[src/rtl/seg7_disp_arbiter.sv]
// -----------------------------------------------------------------------------
// seg7_disp_arbiter
//
// Up to four requesters share one 8-digit seven-segment display. Requesters
// might be debug counters, camera status or error codes. Grants rotate
// round-robin, and each grant lasts a minimum number of cycles. The winner's
// 32-bit hex word is registered onto dig_o. A leading-zero blank mask is
// registered onto blank_o in the same cycle, so the two stay aligned.
//
// Parameters
//   NREQ      number of requesters, 1..4
//   HOLD_CYC  minimum display cycles per grant
//   CW        hold counter width, must be able to hold HOLD_CYC-1
//
// Ports
//   clk_i    in   1        system clock, rising edge
//   rst_ni   in   1        asynchronous active-low reset
//   req_i    in   NREQ     per-requester display request (level)
//   data_i   in   32*NREQ  requester k word at [32k+31:32k], digit 0 = [3:0]
//   lzb_i    in   1        1 = enable leading-zero blanking
//   ack_o    out  NREQ     one-cycle pulse when a requester is granted
//   owner_o  out  2        index of the current/last owner
//   valid_o  out  1        1 once any word has been displayed since reset
//   dig_o    out  32       hex word to the display decoder
//   blank_o  out  8        1 = digit k dark
// -----------------------------------------------------------------------------
module seg7_disp_arbiter #(
  parameter int NREQ     = 2,
  parameter int HOLD_CYC = 50000000,
  parameter int CW       = 26
) (
  input  logic                 clk_i,
  input  logic                 rst_ni,
  input  logic [NREQ-1:0]      req_i,
  input  logic [32*NREQ-1:0]   data_i,
  input  logic                 lzb_i,
  output logic [NREQ-1:0]      ack_o,
  output logic [1:0]           owner_o,
  output logic                 valid_o,
  output logic [31:0]          dig_o,
  output logic [7:0]           blank_o
);

  localparam logic [CW-1:0] CNT_LAST = CW'(HOLD_CYC - 1);
  localparam logic [1:0]    LAST_IDX = 2'(NREQ - 1);

  typedef enum logic {
    S_IDLE = 1'b0,
    S_HOLD = 1'b1
  } state_t;

  state_t          state_q, state_d;
  logic [CW-1:0]   cnt_q, cnt_d;
  logic [1:0]      rr_q, rr_d;
  logic [1:0]      owner_q, owner_d;
  logic [31:0]     dig_q, dig_d;
  logic [7:0]      blank_q, blank_d;
  logic [NREQ-1:0] ack_q, ack_d;
  logic            valid_q, valid_d;

  // Pad the request and data vectors to four slots. This lets all indexing
  // below use a plain 2-bit owner index for every legal NREQ. Slots at or
  // above NREQ are tied off, so they can never win.
  logic [3:0]  req_ext;
  logic [31:0] word [4];

  genvar gi;
  generate
    for (gi = 0; gi < 4; gi++) begin : g_slot
      if (gi < NREQ) begin : g_live
        assign req_ext[gi] = req_i[gi];
        assign word[gi]    = data_i[32*gi +: 32];
      end else begin : g_pad
        assign req_ext[gi] = 1'b0;
        assign word[gi]    = 32'h0;
      end
    end
  endgenerate

  // Round-robin pick: return the first set bit of mask at or after ptr,
  // wrapping modulo NREQ. The result is {found, index}. The loop runs
  // downward, so the smallest offset from ptr is the last write and wins.
  function automatic logic [2:0] rr_pick(input logic [3:0] mask,
                                         input logic [1:0] ptr);
    logic [2:0] res;
    logic [1:0] idx;
    res = 3'b000;
    for (int i = NREQ - 1; i >= 0; i--) begin
      idx = 2'((int'(ptr) + i) % NREQ);
      if (mask[idx]) begin
        res = {1'b1, idx};
      end
    end
    return res;
  endfunction

  logic       hold_done;
  logic       owner_req;
  logic [1:0] rr_after;
  logic [3:0] others;
  logic [2:0] pick_idle;
  logic [2:0] pick_next;

  assign hold_done = (state_q == S_HOLD) && (cnt_q == CNT_LAST);
  assign owner_req = req_ext[owner_q];
  assign rr_after  = (owner_q == LAST_IDX) ? 2'd0 : owner_q + 2'd1;
  // At the end of a hold, the current owner is excluded from the scan.
  // Any other requester takes precedence over an owner extension.
  assign others    = req_ext & ~(4'b0001 << owner_q);
  assign pick_idle = rr_pick(req_ext, rr_q);
  assign pick_next = rr_pick(others, rr_after);

  // ---------------------------------------------------------------------------
  // State register (plus the datapath registers it steers)
  // ---------------------------------------------------------------------------
  always_ff @(posedge clk_i or negedge rst_ni) begin
    if (!rst_ni) begin
      state_q <= S_IDLE;
      cnt_q   <= '0;
      rr_q    <= 2'd0;
      owner_q <= 2'd0;
      dig_q   <= 32'h0;
      blank_q <= 8'h00;
      ack_q   <= '0;
      valid_q <= 1'b0;
    end else begin
      state_q <= state_d;
      cnt_q   <= cnt_d;
      rr_q    <= rr_d;
      owner_q <= owner_d;
      dig_q   <= dig_d;
      blank_q <= blank_d;
      ack_q   <= ack_d;
      valid_q <= valid_d;
    end
  end

  // ---------------------------------------------------------------------------
  // Next-state logic
  // ---------------------------------------------------------------------------
  always_comb begin
    state_d = state_q;
    case (state_q)
      S_IDLE: begin
        if (pick_idle[2]) begin
          state_d = S_HOLD;
        end
      end
      S_HOLD: begin
        // Leave only when the hold has expired and nobody wants the display.
        if (hold_done && !pick_next[2] && !owner_req) begin
          state_d = S_IDLE;
        end
      end
      default: state_d = S_IDLE;
    endcase
  end

  // ---------------------------------------------------------------------------
  // Output / datapath logic
  // ---------------------------------------------------------------------------
  logic       grant;
  logic [1:0] grant_idx;
  logic [3:0] grant_onehot;

  always_comb begin
    cnt_d     = cnt_q;
    rr_d      = rr_q;
    owner_d   = owner_q;
    dig_d     = dig_q;
    ack_d     = '0;
    valid_d   = valid_q;
    grant     = 1'b0;
    grant_idx = 2'd0;

    case (state_q)
      S_IDLE: begin
        if (pick_idle[2]) begin
          grant     = 1'b1;
          grant_idx = pick_idle[1:0];
        end
      end
      S_HOLD: begin
        if (!hold_done) begin
          cnt_d = cnt_q + CW'(1);
          // Live update while the owner keeps requesting.
          // Once the owner drops its request, the last word is frozen.
          if (owner_req) begin
            dig_d = word[owner_q];
          end
        end else begin
          rr_d = rr_after;
          if (pick_next[2]) begin
            grant     = 1'b1;
            grant_idx = pick_next[1:0];
          end else if (owner_req) begin
            cnt_d = '0;
            dig_d = word[owner_q];
          end
          // Otherwise the FSM drops to IDLE and dig/owner keep their values.
        end
      end
      default: ;
    endcase

    grant_onehot = 4'b0001 << grant_idx;
    if (grant) begin
      owner_d = grant_idx;
      dig_d   = word[grant_idx];
      ack_d   = grant_onehot[NREQ-1:0];
      valid_d = 1'b1;
      cnt_d   = '0;
    end
  end

  // Leading-zero mask, computed from the word about to be registered so that
  // blank_o lines up with dig_o. zero_from[k] is 1 when digits 7..k are all
  // zero. Digit 0 is never blanked, so a zero word still shows a single "0".
  logic [8:1] zero_from;
  assign zero_from[8] = 1'b1;

  generate
    for (gi = 1; gi < 8; gi++) begin : g_lzb
      assign zero_from[gi] = zero_from[gi+1] & (dig_d[4*gi +: 4] == 4'h0);
      assign blank_d[gi]   = lzb_i & zero_from[gi];
    end
  endgenerate
  assign blank_d[0] = 1'b0;

  assign ack_o   = ack_q;
  assign owner_o = owner_q;
  assign valid_o = valid_q;
  assign dig_o   = dig_q;
  assign blank_o = blank_q;

endmodule

[config.mk]
export PLATFORM = sky130hd
export DESIGN_NAME = seg7_disp_arbiter
export DESIGN_NICKNAME = d
export VERILOG_FILES = /design/src/rtl/seg7_disp_arbiter.sv
export SDC_FILE = /design/constraint.sdc
export NUM_CORES = 1
export LEC_CHECK = 0
export ABC_AREA = 1
export BUFFER_PORTS_ARGS = -buffer_cell sky130_fd_sc_hd__buf_2
export CORE_UTILIZATION = 54
export DETAILED_ROUTE_END_ITERATION = 12
export PLACE_DENSITY = 0.84
export REMOVE_ABC_BUFFERS = 1
export SYNTH_ARGS = -nofsm -noshare
export SYNTH_HDL_FRONTEND = slang
export SYNTH_SLANG_ARGS = --single-unit
[constraint.sdc]
create_clock -name clk_i -period 2.5 [get_ports clk_i]
set_clock_uncertainty 0.2 [all_clocks]
set_input_delay 0.5 -clock clk_i [delete_from_list [all_inputs] [get_ports clk_i]]
set_output_delay 0.5 -clock clk_i [all_outputs]
set_load 0.05 [all_outputs]
=== Word-level counts from Yosys, hierarchy flattened ===
Cells that the tools add are included.
Widths: inputs -> output; s select.

* Register bits: 72
* Bits of input ports: 69
* Output and inout bits: 45
* Logic and storage cells: 104

* Add/sub/neg operators: 4
* Order comparisons: 7
* Equal/unequal tests: 4
* Shift-type cells: 2
* Mux-type cells: 42
* Bitwise gates (word level): 20
* Reductions and logical operators: 16

{| class="wikitable"
|+ Operator list
! operator !! count
|-
| $mux 32 || 9
|-
| $mux 26 || 5
|-
| $bmux 32 s2 || 2
|-
| $logic_not 4->1 || 7
|-
| $add 26x1->26 const B || 1
|-
| $eq 26x26->1 const B || 1
|-
| $and 1x1->1 || 13
|-
| $mux 1 || 12
|-
| $mux 3 || 4
|-
| $lt 2x3->1 const B || 3
|-
| $mux 2 || 4
|-
| $bmux 1 s2 || 3
|-
| $ge 3x3->1 const B || 2
|-
| $lt 1x3->1 const B || 2
|-
| $not 2->3 || 2
|-
| $and 2x4->4 || 1
|-
| $not 4->4 || 1
|-
| $pmux 1 s2 || 2
|-
| $pmux 2 s2 || 1
|-
| $reduce_and 2->1 || 2
|-
| $shl 1x2->4 const A || 1
|-
| $add 1x1->1 const B || 3
|-
| $logic_and 1x1->1 || 3
|-
| $ne 3x1->1 const B || 1
|-
| other kinds (8) || 10
|}

=== Depth between registers and ports, before layout ===
Gate-level depths: netlist (run 1).

* Word-level depth: 24
* Gate-level depth with buffers: 17
* Mapped depth without buffers: 16

=== Worst setup path after synthesis (run 1) ===
Ideal clock, no wire load.

* Path kind: register to register
* Start: register owner_q[0] (netlist: owner_o[0])
* End: register blank_q[1] (netlist: blank_o[1])
* Setup time: 80 ps
* Arrival time: 2145 ps
* Required time: 2220 ps
* Slack: 75 ps
* Stages on the path, launching flop included: 15
* Buffers on the path: 2
* Clock period less this slack: 2425 ps
* Cells stage by stage: dfrtp_1 > buf_6 > nand2_1 > o21ai_2 > nand2_2 > inv_2 > buf_4 > o21ai_0 > o2111ai_1 > nand2_1 > nor2_2 > nand2_2 > nor2_4 > nand4_2 > nor3_2

* Cells in the longest elaborated chain, start to end: 24
* Elaborated cells on any way between the ends: 49
* Classes of those cells: add/sub (2); eq/ne (1); shift (1); mux (26); bitwise (12); reduce/logical (7)

{| class="wikitable"
|+ RTL lines
! element !! line !! source
|-
| start, declared || 55 || <nowiki>logic [1:0] owner_q, owner_d;</nowiki>
|-
| start signal, assigned || 130 || <nowiki>owner_q <= owner_d;</nowiki>
|-
| $add 1x1->1 / $eq 2x1->1 (equally long branches) || 106 || <nowiki>assign rr_after = (owner_q == LAST_IDX) ? 2'd0 : owner_q + 2'd1;</nowiki>
|-
| $mux 1 || 106 ||
|-
| $add 1x1->1 || 89 || <nowiki>idx = 2'((int'(ptr) + i) % NREQ);</nowiki>
|-
| $and 1x1->1 (no source line) || - ||
|-
| $bmux 1 s2 || 90 || <nowiki>if (mask[idx]) begin</nowiki>
|-
| $mux 1 (not written as such) || 90 ||
|-
| $mux 3 (2 in series) || 90 ||
|-
| $mux 2 || 193 || <nowiki>if (pick_next[2]) begin</nowiki>
|-
| [3 not listed] || - ||
|-
| $bmux 32 s2 || 209 || <nowiki>dig_d = word[grant_idx];</nowiki>
|-
| $mux 32 (not written as such) (2 in series) || 209 ||
|-
| $mux 32 * || 207 || <nowiki>if (grant) begin</nowiki>
|-
| net dig_d[27] || 56 || <nowiki>logic [31:0] dig_q, dig_d;</nowiki>
|-
| $logic_not 4->1 * || 224 || <nowiki>assign zero_from[gi] = zero_from[gi+1] & (dig_d[4*gi +: 4] == 4'h0);</nowiki>
|-
| $and 1x1->1 * (6 in series) || 224 ||
|-
| $and 1x1->1 * || 225 || <nowiki>assign blank_d[gi] = lzb_i & zero_from[gi];</nowiki>
|-
| net blank_d[1] || 57 || <nowiki>logic [7:0] blank_q, blank_d;</nowiki>
|-
| end signal, assigned || 132 || <nowiki>blank_q <= blank_d;</nowiki>
|-
| end, declared || 57 ||
|}

The timed path passes the listed nets; every way through them passes the cells marked *. The select of a mux whose other input is x is not followed.
A chain may end at the register's enable or synchronous reset.

=== Worst setup path after layout (run 1) ===
* Start: register cnt_q[0]
* End: register blank_q[1] (netlist: blank_o[1])

* Elaborated cells on any way between the ends: 27
* Classes of those cells: eq/ne (1); mux (10); bitwise (8); reduce/logical (8)

{| class="wikitable"
|+ RTL lines
! element !! line !! source
|-
| start, declared || 53 || <nowiki>logic [CW-1:0] cnt_q, cnt_d;</nowiki>
|-
| start signal, assigned || 128 || <nowiki>cnt_q <= cnt_d;</nowiki>
|-
| $eq 26x26->1 * || 104 || <nowiki>assign hold_done = (state_q == S_HOLD) && (cnt_q == CNT_LAST);</nowiki>
|-
| $logic_and 1x1->1 * || 104 ||
|-
| $mux 2 || 184 || <nowiki>if (!hold_done) begin</nowiki>
|-
| $pmux 2 s2 || 176 || <nowiki>case (state_q)</nowiki>
|-
| $not 2->3 (not written as such) || 209 ||
|-
| $bmux 32 s2 || 209 ||
|-
| $mux 32 (not written as such) (2 in series) || 209 ||
|-
| $mux 32 * || 207 ||
|-
| net dig_d[18] || 56 ||
|-
| $logic_not 4->1 * || 224 ||
|-
| $and 1x1->1 * (4 in series) || 224 ||
|-
| $and 1x1->1 * || 225 ||
|-
| net blank_d[1] || 57 ||
|}

Marks and branches as above.

==> run metrics, run 1 <==
hold violation count in the final report 0; total length of routed wires 13,800 um; Pins Over Slew Limit 0; fill cell instance count of the final layout 563; WS Path Type reg -> reg; highest ir drop seen on vdd 392 uV; insertion delay to the later sink of the worst-skew pair 0.35 ns; Most Crowded Layer GR met2; sink count of the clock tree 71; count of different cell masters after synthesis 48; register-to-register setup slack -0.04 ns; crit path setup slack, layout -0.0432 ns; power dissipated by switching net loads 1.09 mW; met1 track demand over resource in global routing 39.2%; final setup fails 2; detailed-route wire length per cell 15.8 um; first-pass GRT wire length 21,200 um; Post-synth EDFFs 0; cell with the most instances after synthesis sky130_fd_sc_hd__nand2_1; placed wire-length estimate 9560 um; Logic pwr share 25.3%; count of routing violations after the opening detailed-route iteration 424; TritonRoute pass-1 iters 5; residual DRC count 0; sequential fraction of the synthesis area 39.5%; register share of total power 40.6%; global-route met3 utilization 6.34%; die width 93.3 um; Power Internal 2.07 mW; final standard cell utilization of the core 74.2%; arrival time reported for the critical path endpoint 2.63 ns; share of post-route cells with drive strength above 1 33.1%; maximum number of pins on one net before global-route repair 72; most instantiated flip-flop cell in the synthesis netlist sky130_fd_sc_hd__dfrtp_1; deepest clock path buffer count 2; Worst Setup End Kind flip-flop; setup tns final -0.0668 ns; violations in the final reports negative setup slack; summed instance area of the synthesized netlist 0.00450 mm2; switching share of power 34.4%; starting utilization of the core area 57.1%; via count of the first global-routing pass 4,644; Max Cap Violations 0; diode insertion count for antenna repair 0; fraction of power consumed by the clock network 34.1%; Worst Path Required 2.58 ns; Highest Clock Rate 393 MHz; commonest cells in the synthesized netlist sky130_fd_sc_hd__nand2_1 (146), sky130_fd_sc_hd__nor2_1 (93), sky130_fd_sc_hd__dfrtp_1 (71), sky130_fd_sc_hd__inv_1 (62), sky130_fd_sc_hd__nand3_1 (37); antenna violations before repair 0; num ports 114; core area 0.00789 mm2; deepest level of the CTS H-tree 3; Die Area 0.00871 mm2; proportion of netlist area held by the largest area contributor 39.5%; number of nets at the end of the flow 838; register clock-pin slew on the reported worst setup and hold paths 0.08 ns; vias post-DR 4,995; area delta synth->final 30.0%; global-route usage over all layers 31.3%; kind of launch point of the worst setup path flip-flop; number of warnings reported in the yosys synthesis log 0; number of standard cells in the final layout excluding fillers 875; floorplan row count 32; most area-consuming cells after synthesis sky130_fd_sc_hd__dfrtp_1 (39%), sky130_fd_sc_hd__nand2_1 (12%), sky130_fd_sc_hd__nor2_1 (7.8%); CTS tree done; gate count of the mapped netlist 611; die height 93.3 um; result of the run finished with violations; met2 usage in global routing 52.1%; number of register bits inferred by synthesis 71; pre-CTS setup slack -0.0641 ns; mean area per synthesized cell 7.37 um2; detailed-route vias per instance 5.71; Power, Total 3.15 mW; maximum fanout count along the critical path 5; placer congestion estimate 0.899; overflow left after global routing 0; DRT antenna net count 0; clock period minus worst slack 2.54 ns; path type of the worst min-delay path in -> reg; Inserted Clock Buffers 9; RSZ-0062 raised after global routing true; Port Buf Inserts 111; buffer type at the clock tree root sky130_fd_sc_hd__clkbuf_8; # placed instances 839; cell accounting for the most synthesized area sky130_fd_sc_hd__dfrtp_1; proportion of synthesized flip-flops having asynchronous set or reset 100%; leakage power of the design 3.00 nW; power density over the cells 539 mW/mm2; Tcrit/Tclk final 102%
[placed cells by master, fill, tap and decap left out, types with 3 or more instances in the layout]
cell type and n:
sky130_fd_sc_hd__mux2i_1 9, sky130_fd_sc_hd__o21ai_1 3, sky130_fd_sc_hd__nor3_1 9, sky130_fd_sc_hd__nand2_2 15, sky130_fd_sc_hd__nor2_4 6, sky130_fd_sc_hd__nand3_2 7, sky130_fd_sc_hd__o211ai_1 22, sky130_fd_sc_hd__buf_2 110
sky130_fd_sc_hd__buf_4 47, sky130_fd_sc_hd__buf_12 3, sky130_fd_sc_hd__clkbuf_8 11, sky130_fd_sc_hd__nand3_1 35, sky130_fd_sc_hd__nor2_1 81, sky130_fd_sc_hd__nor2_2 15, sky130_fd_sc_hd__inv_1 57, sky130_fd_sc_hd__inv_2 9
sky130_fd_sc_hd__inv_4 3, sky130_fd_sc_hd__xor2_1 3, sky130_fd_sc_hd__a22oi_1 3, sky130_fd_sc_hd__a21oi_1 29, sky130_fd_sc_hd__dfrtp_1 71, sky130_fd_sc_hd__a31oi_1 6, sky130_fd_sc_hd__o2111ai_1 4, sky130_fd_sc_hd__nand2_1 138
sky130_fd_sc_hd__buf_6 6, sky130_fd_sc_hd__nand4_1 6, sky130_fd_sc_hd__o21ai_0 28
[metal layers]
metal / vias to the layer above / part of all wire, %
met4: 0 / 3.6
met1: 2310 / 40
li1: 2312 / -
met3: 64 / 8.7
met5: - / 0
met2: 309 / 48
[cell type report]
class | count | area [um2] | share of cell area, %
clock buffers | 11 | 151 | 2.59
repair inverters | 1 | 6.26 | 0.107
flip-flops and latches | 71 | 1780 | 30.4
multi-input cells | 447 | 2380 | 40.7
repair buffers | 168 | 1060 | 18.0
inverters | 70 | 275 | 4.70
well taps | 102 | 128 | 2.18
clock inverters | 5 | 78.8 | 1.35
[power groups by stage]
| stage | clock network, mW | logic, mW | registers (mW) |
|---|---|---|---|
| 5_1_grt | 1.13 | 0.851 | 1.28 |
| 4_1_cts | 1.07 | 0.763 | 1.28 |
| 3_5_place_dp | 0 | 0.755 | 1.30 |
| 2_1_floorplan | 0 | 0.229 | 1.56 |
| 6_report | 1.08 | 0.798 | 1.28 |
| 3_3_place_gp | 0 | 0.740 | 1.29 |
[per-stage QoR]
stage | area [um2] | hold WS, ns
after floorplan | 4330 | 0.00441
after global placement | 5320 | 0.250
after detailed placement | 5320 | 0.267
after CTS | 5610 | 0.186
after global routing | 5850 | 0.203
final | 5850 | 0.187
[what timing repair did]
| item | CTS | global route |
|---|---|---|
| pin swaps | 3 | 15 |
| hold endpoints to repair | 71 | 0 |
| setup buffers | 4 | 14 |
| hold buffers | 1 | 0 |
| cloned | 0 | 1 |
| resized for setup | 4 | 42 |
| endpoints found under the setup margin | 3 | 11 |
[critical path, stage by stage, from the launching register on]
cell and delay (ns):
sky130_fd_sc_hd__dfrtp_1 0.36, sky130_fd_sc_hd__ha_2 0.20, sky130_fd_sc_hd__nand3_2 0.09, sky130_fd_sc_hd__inv_2 0.09
sky130_fd_sc_hd__nand2_2 0.06, sky130_fd_sc_hd__nor2_4 0.16, sky130_fd_sc_hd__nand3_4 0.17, sky130_fd_sc_hd__nand2_4 0.18
sky130_fd_sc_hd__inv_8 0.06, sky130_fd_sc_hd__nand3_1 0.12, sky130_fd_sc_hd__nand2_1 0.11, sky130_fd_sc_hd__nor2_1 0.13
sky130_fd_sc_hd__nand2_1 0.09, sky130_fd_sc_hd__nor2_2 0.19, sky130_fd_sc_hd__nand4_4 0.14, sky130_fd_sc_hd__nor3_2 0.12
[worst paths after layout]
kind / startpoint / to / cells past startpoint
max in group asynchronous: rst_ni / cnt_q[21]$_DFFE_PN0P_ / 3
min in group asynchronous: rst_ni / cnt_q[20]$_DFFE_PN0P_ / 3
worst max register to register: cnt_q[0]$_DFFE_PN0P_ / blank_o[1]$_DFF_PN0_ / 15
worst max-delay path: cnt_q[0]$_DFFE_PN0P_ / blank_o[1]$_DFF_PN0_ / 15
worst min-delay path: data_i[11] / dig_o[11]$_DFF_PN0_ / 3
worst min register to register: valid_o$_DFFE_PN0N_ / valid_o$_DFFE_PN0N_ / 1
[cell families (layout without fill, tap and decap cells)]
kind of cell	count (synthesis)	count (layout)	share of synthesized area, %
and+or+nand+nor	325	325	32.7
AOI/OAI and AO/OA	106	106	14.7
buffers and inverters	94	255	9.97
DFF	71	71	39.5
muxes	9	9	2.00
xor gates and xnor gates	4	4	0.778
adders and majority gates	1	1	0.278
other	1	2	0.0833
[flip-flops by register name, summed over array words and instances, names as in the netlist]
name,count
dig_o,32
cnt_q,26
blank_o,7
ack_o,2
owner_o,1
rr_q,1
state_q,1
valid_o,1
(Power assumes the default switching activity.)
==> inputs of run 2 (changes only) <==
--- a/config.mk
+++ b/config.mk
@@ -7,6 +7,7 @@
 export LEC_CHECK = 0
 export ABC_AREA = 1
 export BUFFER_PORTS_ARGS = -buffer_cell sky130_fd_sc_hd__buf_2
+export CORE_ASPECT_RATIO = 0.8
 export CORE_UTILIZATION = 54
 export DETAILED_ROUTE_END_ITERATION = 12
 export PLACE_DENSITY = 0.84
==> run metrics, run 2 (synthesis results as in run 1) <==
maximum number of pins on one net before global-route repair 50 (-31%); Max Cap Violations 0 (unchanged); deepest level of the CTS H-tree 3 (unchanged); via count of the first global-routing pass 4,723 (+1.7%); final setup fails 2 (unchanged); hold depth 3 (unchanged); most frequent cells in the layout sky130_fd_sc_hd__nand2_1 (142), sky130_fd_sc_hd__buf_2 (111), sky130_fd_sc_hd__nor2_1 (85); kind of launch point of the worst setup path flip-flop; DRT antenna net count 0 (unchanged); area delta synth->final 26.2%; placer congestion estimate 0.907 (+0.86%); core area 0.00802 mm2 (+1.7%); flip-flop count of the largest register, all copies and words added 32 (unchanged); # placed instances 835 (-0.48%); worst min-delay path endpoint dig_o[0]$_DFFE_PN0P_; Power, Total 2.94 mW (-6.7%); number of nets at the end of the flow 826 (-1.4%); fill cell instance count of the final layout 633 (+12%); register-to-register setup slack -0.02 ns (+0.02 ns); fin area 0.00568 mm2 (-2.9%); result of the run finished with violations; deepest clock path buffer count 2 (unchanged); die height 83.7 um (-10%); antenna violations before repair 0 (unchanged); detailed-route wire length per cell 15.2 um (-3.9%); buffer type at the clock tree root sky130_fd_sc_hd__clkbuf_8; total length of routed wires 13,200 um (-4.7%); global-route usage over all layers 31.3% (about the same); setup tns final -0.0387 ns (+0.0281 ns); hold violation count in the final report 0 (unchanged); violations in the final reports negative setup slack; WS Path Type reg -> reg; arrival time reported for the critical path endpoint 2.62 ns (about the same); crit path setup slack, layout -0.0226 ns (+0.0206 ns); die width 104 um (+12%); TritonRoute pass-1 iters 5 (unchanged); register clock-pin slew on the reported worst setup and hold paths 0.08 ns (about the same); share of post-route cells with drive strength above 1 30.4% (-2.7 points); Worst slew margin 62.0%; sink count of the clock tree 71 (unchanged); pin slew with the least headroom to its limit 0.570 ns; Inserted Clock Buffers 9 (unchanged); Worst Setup End Kind flip-flop; floorplan row count 29 (-9.4%); standard cell with the maximum stage delay on the critical path sky130_fd_sc_hd__dfrtp_1; power density over the cells 518 mW/mm2 (-3.9%); starting utilization of the core area 56.2% (-0.94 points); clock period minus worst slack 2.52 ns (-0.0206 ns); Die Area 0.00871 mm2 (about the same); path type of the worst min-delay path in -> reg; Worst Path Required 2.60 ns (+0.02 ns); kind of cell with the highest combined delay on the critical path simple AND/OR/NAND/NOR gates; RSZ-0062 raised after global routing true; insertion delay to the later sink of the worst-skew pair 0.36 ns (about the same); number of standard cells in the final layout excluding fillers 868 (-0.80%); maximum fanout count along the critical path 14 (+9); count of routing violations after the opening detailed-route iteration 457 (+7.8%); worst flop-to-flop path endpoint blank_o[4]$_DFF_PN0_; startpoint of the most critical hold path data_i[0]; reg2reg path depth 15 (unchanged); diode insertion count for antenna repair 0 (unchanged); Highest Clock Rate 396 MHz (+0.82%); leakage power of the design 2.91 nW (-3.0%); worst hold slack 0.187 ns (-0.000144 ns); list of cells traversed by the critical path inv_2 > nand2_1 > nor2_1 > nand2_1 > nor2_4 > nand3_4 > buf_4 > o2111ai_1 > nand2_2 > nor2_2 > nand2_2 > nor2_4 > buf_4 > nand3_1 > inv_1; num ports 114 (unchanged); area post-placement 0.00526 mm2 (-1.1%); Tcrit/Tclk final 101% (-0.82 points); first-pass GRT wire length 21,800 um (+2.7%); vias post-DR 4,899 (-1.9%); detailed-route vias per instance 5.64 (-1.1%); residual DRC count 0 (unchanged); overflow left after global routing 0 (unchanged); highest ir drop seen on vdd 387 uV (-1.3%); combined buffer and inverter count along the critical path 4 (+2); worst flop-to-flop path startpoint cnt_q[18]$_DFFE_PN0P_; Largest stage delay, worst path 0.40 ns (+0.04 ns); Pins Over Slew Limit 0 (unchanged); Port Buf Inserts 111 (unchanged); CTS tree done; most common library cell in the layout ignoring fill and taps sky130_fd_sc_hd__nand2_1; placed wire-length estimate 9270 um (-3.0%)
[run 2: area by class of cell]
cell class                      count  area, um2  area share, %
Clock buffer                       11        131           2.31
Clock inverter                      4       47.5          0.836
Inverter                           70        273           4.80
Multi-Input combinational cell    448       2370           41.6
Sequential cell                    71       1780           31.3
Tap cell                          108        135           2.38
Timing Repair Buffer              156        953           16.8
[run 2: timing repair]
item,4_1_cts,5_1_grt
pin swaps,13,17
gates cloned,2,0
hold buffers,1,0
gates resized for setup,9,19
setup buffers,11,4
endpoints found under the setup margin,2,12
hold endpoints to repair,22,0
[run 2: tightest hold or removal path: stages]
cell and delay (ns):
sky130_fd_sc_hd__buf_2 0.09, sky130_fd_sc_hd__nand2_1 0.05, sky130_fd_sc_hd__nand4_1 0.07
[run 2: worst max path at each step]
stage,cells after the start,slack [ns],end,startpoint
final,15,-0.02,blank_o[4]$_DFF_PN0_,cnt_q[18]$_DFFE_PN0P_
after global routing,15,-0.14,blank_o[4]$_DFF_PN0_,cnt_q[16]$_DFFE_PN0P_
after CTS,16,0.001,blank_o[1]$_DFF_PN0_,cnt_q[1]$_DFFE_PN0P_
after detailed placement,15,0.009,blank_o[1]$_DFF_PN0_,cnt_q[0]$_DFFE_PN0P_
after global placement,15,0.07,blank_o[1]$_DFF_PN0_,cnt_q[0]$_DFFE_PN0P_
after floorplan,11,-1.36,blank_o[2]$_DFF_PN0_,owner_o[0]$_DFFE_PN0N_
[run 2: report_power, final]
part           switching [mW]  internal, mW
logic                   0.559         0.222
registers              0.0538          1.22
clock network           0.432         0.453
total                    1.05          1.90
[run 2: routing by layer]
layer  share of wire (%)  GRT usage, %  routed length, um
met3                 8.3          6.71               1090
met1                  41          40.0               5460
met2                  47          50.4               6260
met4                 2.9          15.8                379
met5                   0             0                  0
[run 2: stage by stage]
step | setup slack [ns] | utilization (%)
floorplan | -1.36 | -
global placement | 0.0738 | 65.6
detailed placement | 0.00899 | 65.6
CTS | 0.000953 | 69.8
global route | -0.138 | 70.9
finish | -0.0226 | 70.9
==> inputs of run 3 (changes only) <==
--- a/config.mk
+++ b/config.mk
@@ -8,9 +8,9 @@
 export ABC_AREA = 1
 export BUFFER_PORTS_ARGS = -buffer_cell sky130_fd_sc_hd__buf_2
 export CORE_ASPECT_RATIO = 0.8
-export CORE_UTILIZATION = 54
+export CORE_UTILIZATION = 40
 export DETAILED_ROUTE_END_ITERATION = 12
-export PLACE_DENSITY = 0.84
+export PLACE_DENSITY = 0.66
 export REMOVE_ABC_BUFFERS = 1
 export SYNTH_ARGS = -nofsm -noshare
 export SYNTH_HDL_FRONTEND = slang
==> constraint.sdc (replaced) <==
create_clock -name clk_i -period 3.2 [get_ports clk_i]
set_clock_uncertainty 0.2 [all_clocks]
set_input_delay 0.64 -clock clk_i [delete_from_list [all_inputs] [get_ports clk_i]]
set_output_delay 0.64 -clock clk_i [all_outputs]
set_load 0.05 [all_outputs]
==> run metrics, run 3 (synthesis results as in run 1) <==
post-cts resize count 0 (-9); Port Buf Inserts 111 (unchanged); deepest level of the CTS H-tree 3 (unchanged); placer congestion estimate 0.918 (+1.2%); Tcrit/Tclk final 87.6% (-13 points); register clock-pin slew on the reported worst setup and hold paths 0.06 ns (-0.02 ns); result of the run completed; deepest clock path buffer count 2 (unchanged); starting utilization of the core area 41.2% (-15 points); overflow left after global routing 0 (unchanged); highest ir drop seen on vdd 308 uV (-20%); most frequent cells in the layout sky130_fd_sc_hd__nand2_1 (146), sky130_fd_sc_hd__buf_2 (111), sky130_fd_sc_hd__nor2_1 (93); CTS tree done; final standard cell utilization of the core 50.0% (-21 points); detailed-route wire length per cell 14.7 um (-3.1%); reg2reg path depth 15 (unchanged); insertion delay to the later sink of the worst-skew pair 0.34 ns (-0.02 ns); most common library cell in the layout ignoring fill and taps sky130_fd_sc_hd__nand2_1; final setup fails 0 (-2); source of the critical timing path cnt_q[0]$_DFFE_PN0P_; pin slew with the least headroom to its limit 0.682 ns (+0.112 ns); number of standard cells in the final layout excluding fillers 870 (+0.23%); share of post-route cells with drive strength above 1 24.8% (-5.6 points); area delta synth->final 21.4%; Power, Total 2.62 mW (-11%); global-route usage over all layers 23.1% (-8.2 points); floorplan row count 34 (+17%); number of nets at the end of the flow 791 (-4.2%); path type of the worst min-delay path in -> async; placed wire-length estimate 9360 um (+0.97%); WS Path Type reg -> reg; leakage power of the design 2.78 nW (-4.6%); Inserted Clock Buffers 9 (unchanged); die width 121 um (+16%); Die Area 0.0117 mm2 (+34%); Pins Over Slew Limit 0 (unchanged); diode insertion count for antenna repair 0 (unchanged); DRT antenna net count 0 (unchanged); Max Cap Violations 0 (unchanged); maximum fanout count along the critical path 18 (+4); # placed instances 854 (+2.3%); post-CTS setup buffers 0 (-11); TritonRoute pass-1 iters 6 (+1); arrival time reported for the critical path endpoint 2.87 ns (+0.25 ns); kind of launch point of the worst setup path flip-flop; Worst Setup End Kind flip-flop; buffer type at the clock tree root sky130_fd_sc_hd__clkbuf_16; residual DRC count 0 (unchanged); die height 96.9 um (+16%); flip-flop count of the largest register, all copies and words added 32 (unchanged); antenna violations before repair 0 (unchanged); via count of the first global-routing pass 4,379 (-7.3%); core area 0.0109 mm2 (+36%); power density over the cells 480 mW/mm2 (-7.4%); maximum number of pins on one net before global-route repair 47 (-6.0%); RSZ-0062 raised after global routing false; hold violation count in the final report 0 (unchanged); count of routing violations after the opening detailed-route iteration 312 (-32%); worst flop-to-flop path startpoint cnt_q[0]$_DFFE_PN0P_; Highest Clock Rate 357 MHz (-10%); sink count of the clock tree 71 (unchanged); total length of routed wires 12,800 um (-2.9%); first-pass GRT wire length 21,100 um (-3.3%); vias post-DR 4,579 (-6.5%); Worst Path Required 3.26 ns (+0.66 ns); clock period minus worst slack 2.80 ns (+0.282 ns); num ports 114 (unchanged); detailed-route vias per instance 5.26 (-6.7%); hold-fix buffers at CTS 0 (-1); Worst slew margin 54.4% (-7.6 points)
[run 3: cell count changes in the layout (fill, tap and decap cells not counted), moves of 2 or more]
cell and delta:
sky130_fd_sc_hd__nand2_1 +4, sky130_fd_sc_hd__buf_6 -2, sky130_fd_sc_hd__nand3_2 -2, sky130_fd_sc_hd__nand3_1 +2, sky130_fd_sc_hd__inv_2 -3, sky130_fd_sc_hd__nand2_2 -4
sky130_fd_sc_hd__nor2_4 -2, sky130_fd_sc_hd__inv_1 +3, sky130_fd_sc_hd__buf_4 -28, sky130_fd_sc_hd__nor2_2 -6, sky130_fd_sc_hd__clkbuf_8 -6, sky130_fd_sc_hd__clkbuf_16 +9
sky130_fd_sc_hd__nor2_1 +8, sky130_fd_sc_hd__buf_12 -3
[run 3: layout make-up]
| cell class | instances | area [um2] |
|---|---|---|
| clock buffers | 13 | 270 |
| fillers | 1080 | 5470 |
| inverters | 70 | 268 |
| multi-input cells | 447 | 2280 |
| clock inverters | 3 | 40.0 |
| repair buffers | 122 | 651 |
| flip-flops and latches | 71 | 1780 |
| well taps | 144 | 180 |
[run 3: final timing paths]
check	endpoint	slack, ns
min in group clk_i	valid_o$_DFFE_PN0N_	0.28
max in group asynchronous	cnt_q[24]$_DFFE_PN0P_	2.00
hold / removal	blank_o[7]$_DFF_PN0_	0.12
hold reg to reg	valid_o$_DFFE_PN0N_	0.28
setup reg to reg	blank_o[1]$_DFF_PN0_	0.40
setup / recovery	blank_o[1]$_DFF_PN0_	0.40
[run 3: worst max-delay path: stages, from the launching register on]
cell                      delay [ns]
sky130_fd_sc_hd__dfrtp_1        0.41
sky130_fd_sc_hd__ha_1           0.22
sky130_fd_sc_hd__nand3_1        0.11
sky130_fd_sc_hd__inv_1          0.07
sky130_fd_sc_hd__nand2_1        0.11
sky130_fd_sc_hd__nor2_4         0.07
sky130_fd_sc_hd__nand3_4        0.15
sky130_fd_sc_hd__nand2_4        0.18
sky130_fd_sc_hd__inv_4          0.26
sky130_fd_sc_hd__nor2_4         0.10
sky130_fd_sc_hd__buf_4          0.19
sky130_fd_sc_hd__a22oi_1        0.15
sky130_fd_sc_hd__o21ai_0        0.15
sky130_fd_sc_hd__nor2_1         0.12
sky130_fd_sc_hd__nand2_1        0.09
sky130_fd_sc_hd__nor3_2         0.17
[run 3: metrics by stage]
step / TNS [ns] / instance area, um2 / hold WS (ns) / setup WS [ns]
2_1_floorplan: -10.63 / 4330 / 0.144 / -0.656
3_3_place_gp: 0 / 5160 / 0.265 / 0.319
3_5_place_dp: 0 / 5160 / 0.263 / 0.274
4_1_cts: 0 / 5470 / 0.126 / 0.410
5_1_grt: 0 / 5470 / 0.150 / 0.0893
6_report: 0 / 5470 / 0.118 / 0.396
[run 3: routing by layer]
metal	vias up	track usage (%)	part of all wire (%)
met3	18	5.37	6.9
met4	0	9.12	1.7
met1	2147	31.6	46
met2	191	35.1	45
li1	2223	-	-
met5	-	0	0
[run 3: report_power, final]
| group | switching (mW) | internal, mW | leakage [nW] |
|---|---|---|---|
| registers | 0.0420 | 0.958 | 0.854 |
| clock network | 0.375 | 0.665 | 0.156 |
| logic | 0.423 | 0.160 | 1.77 |
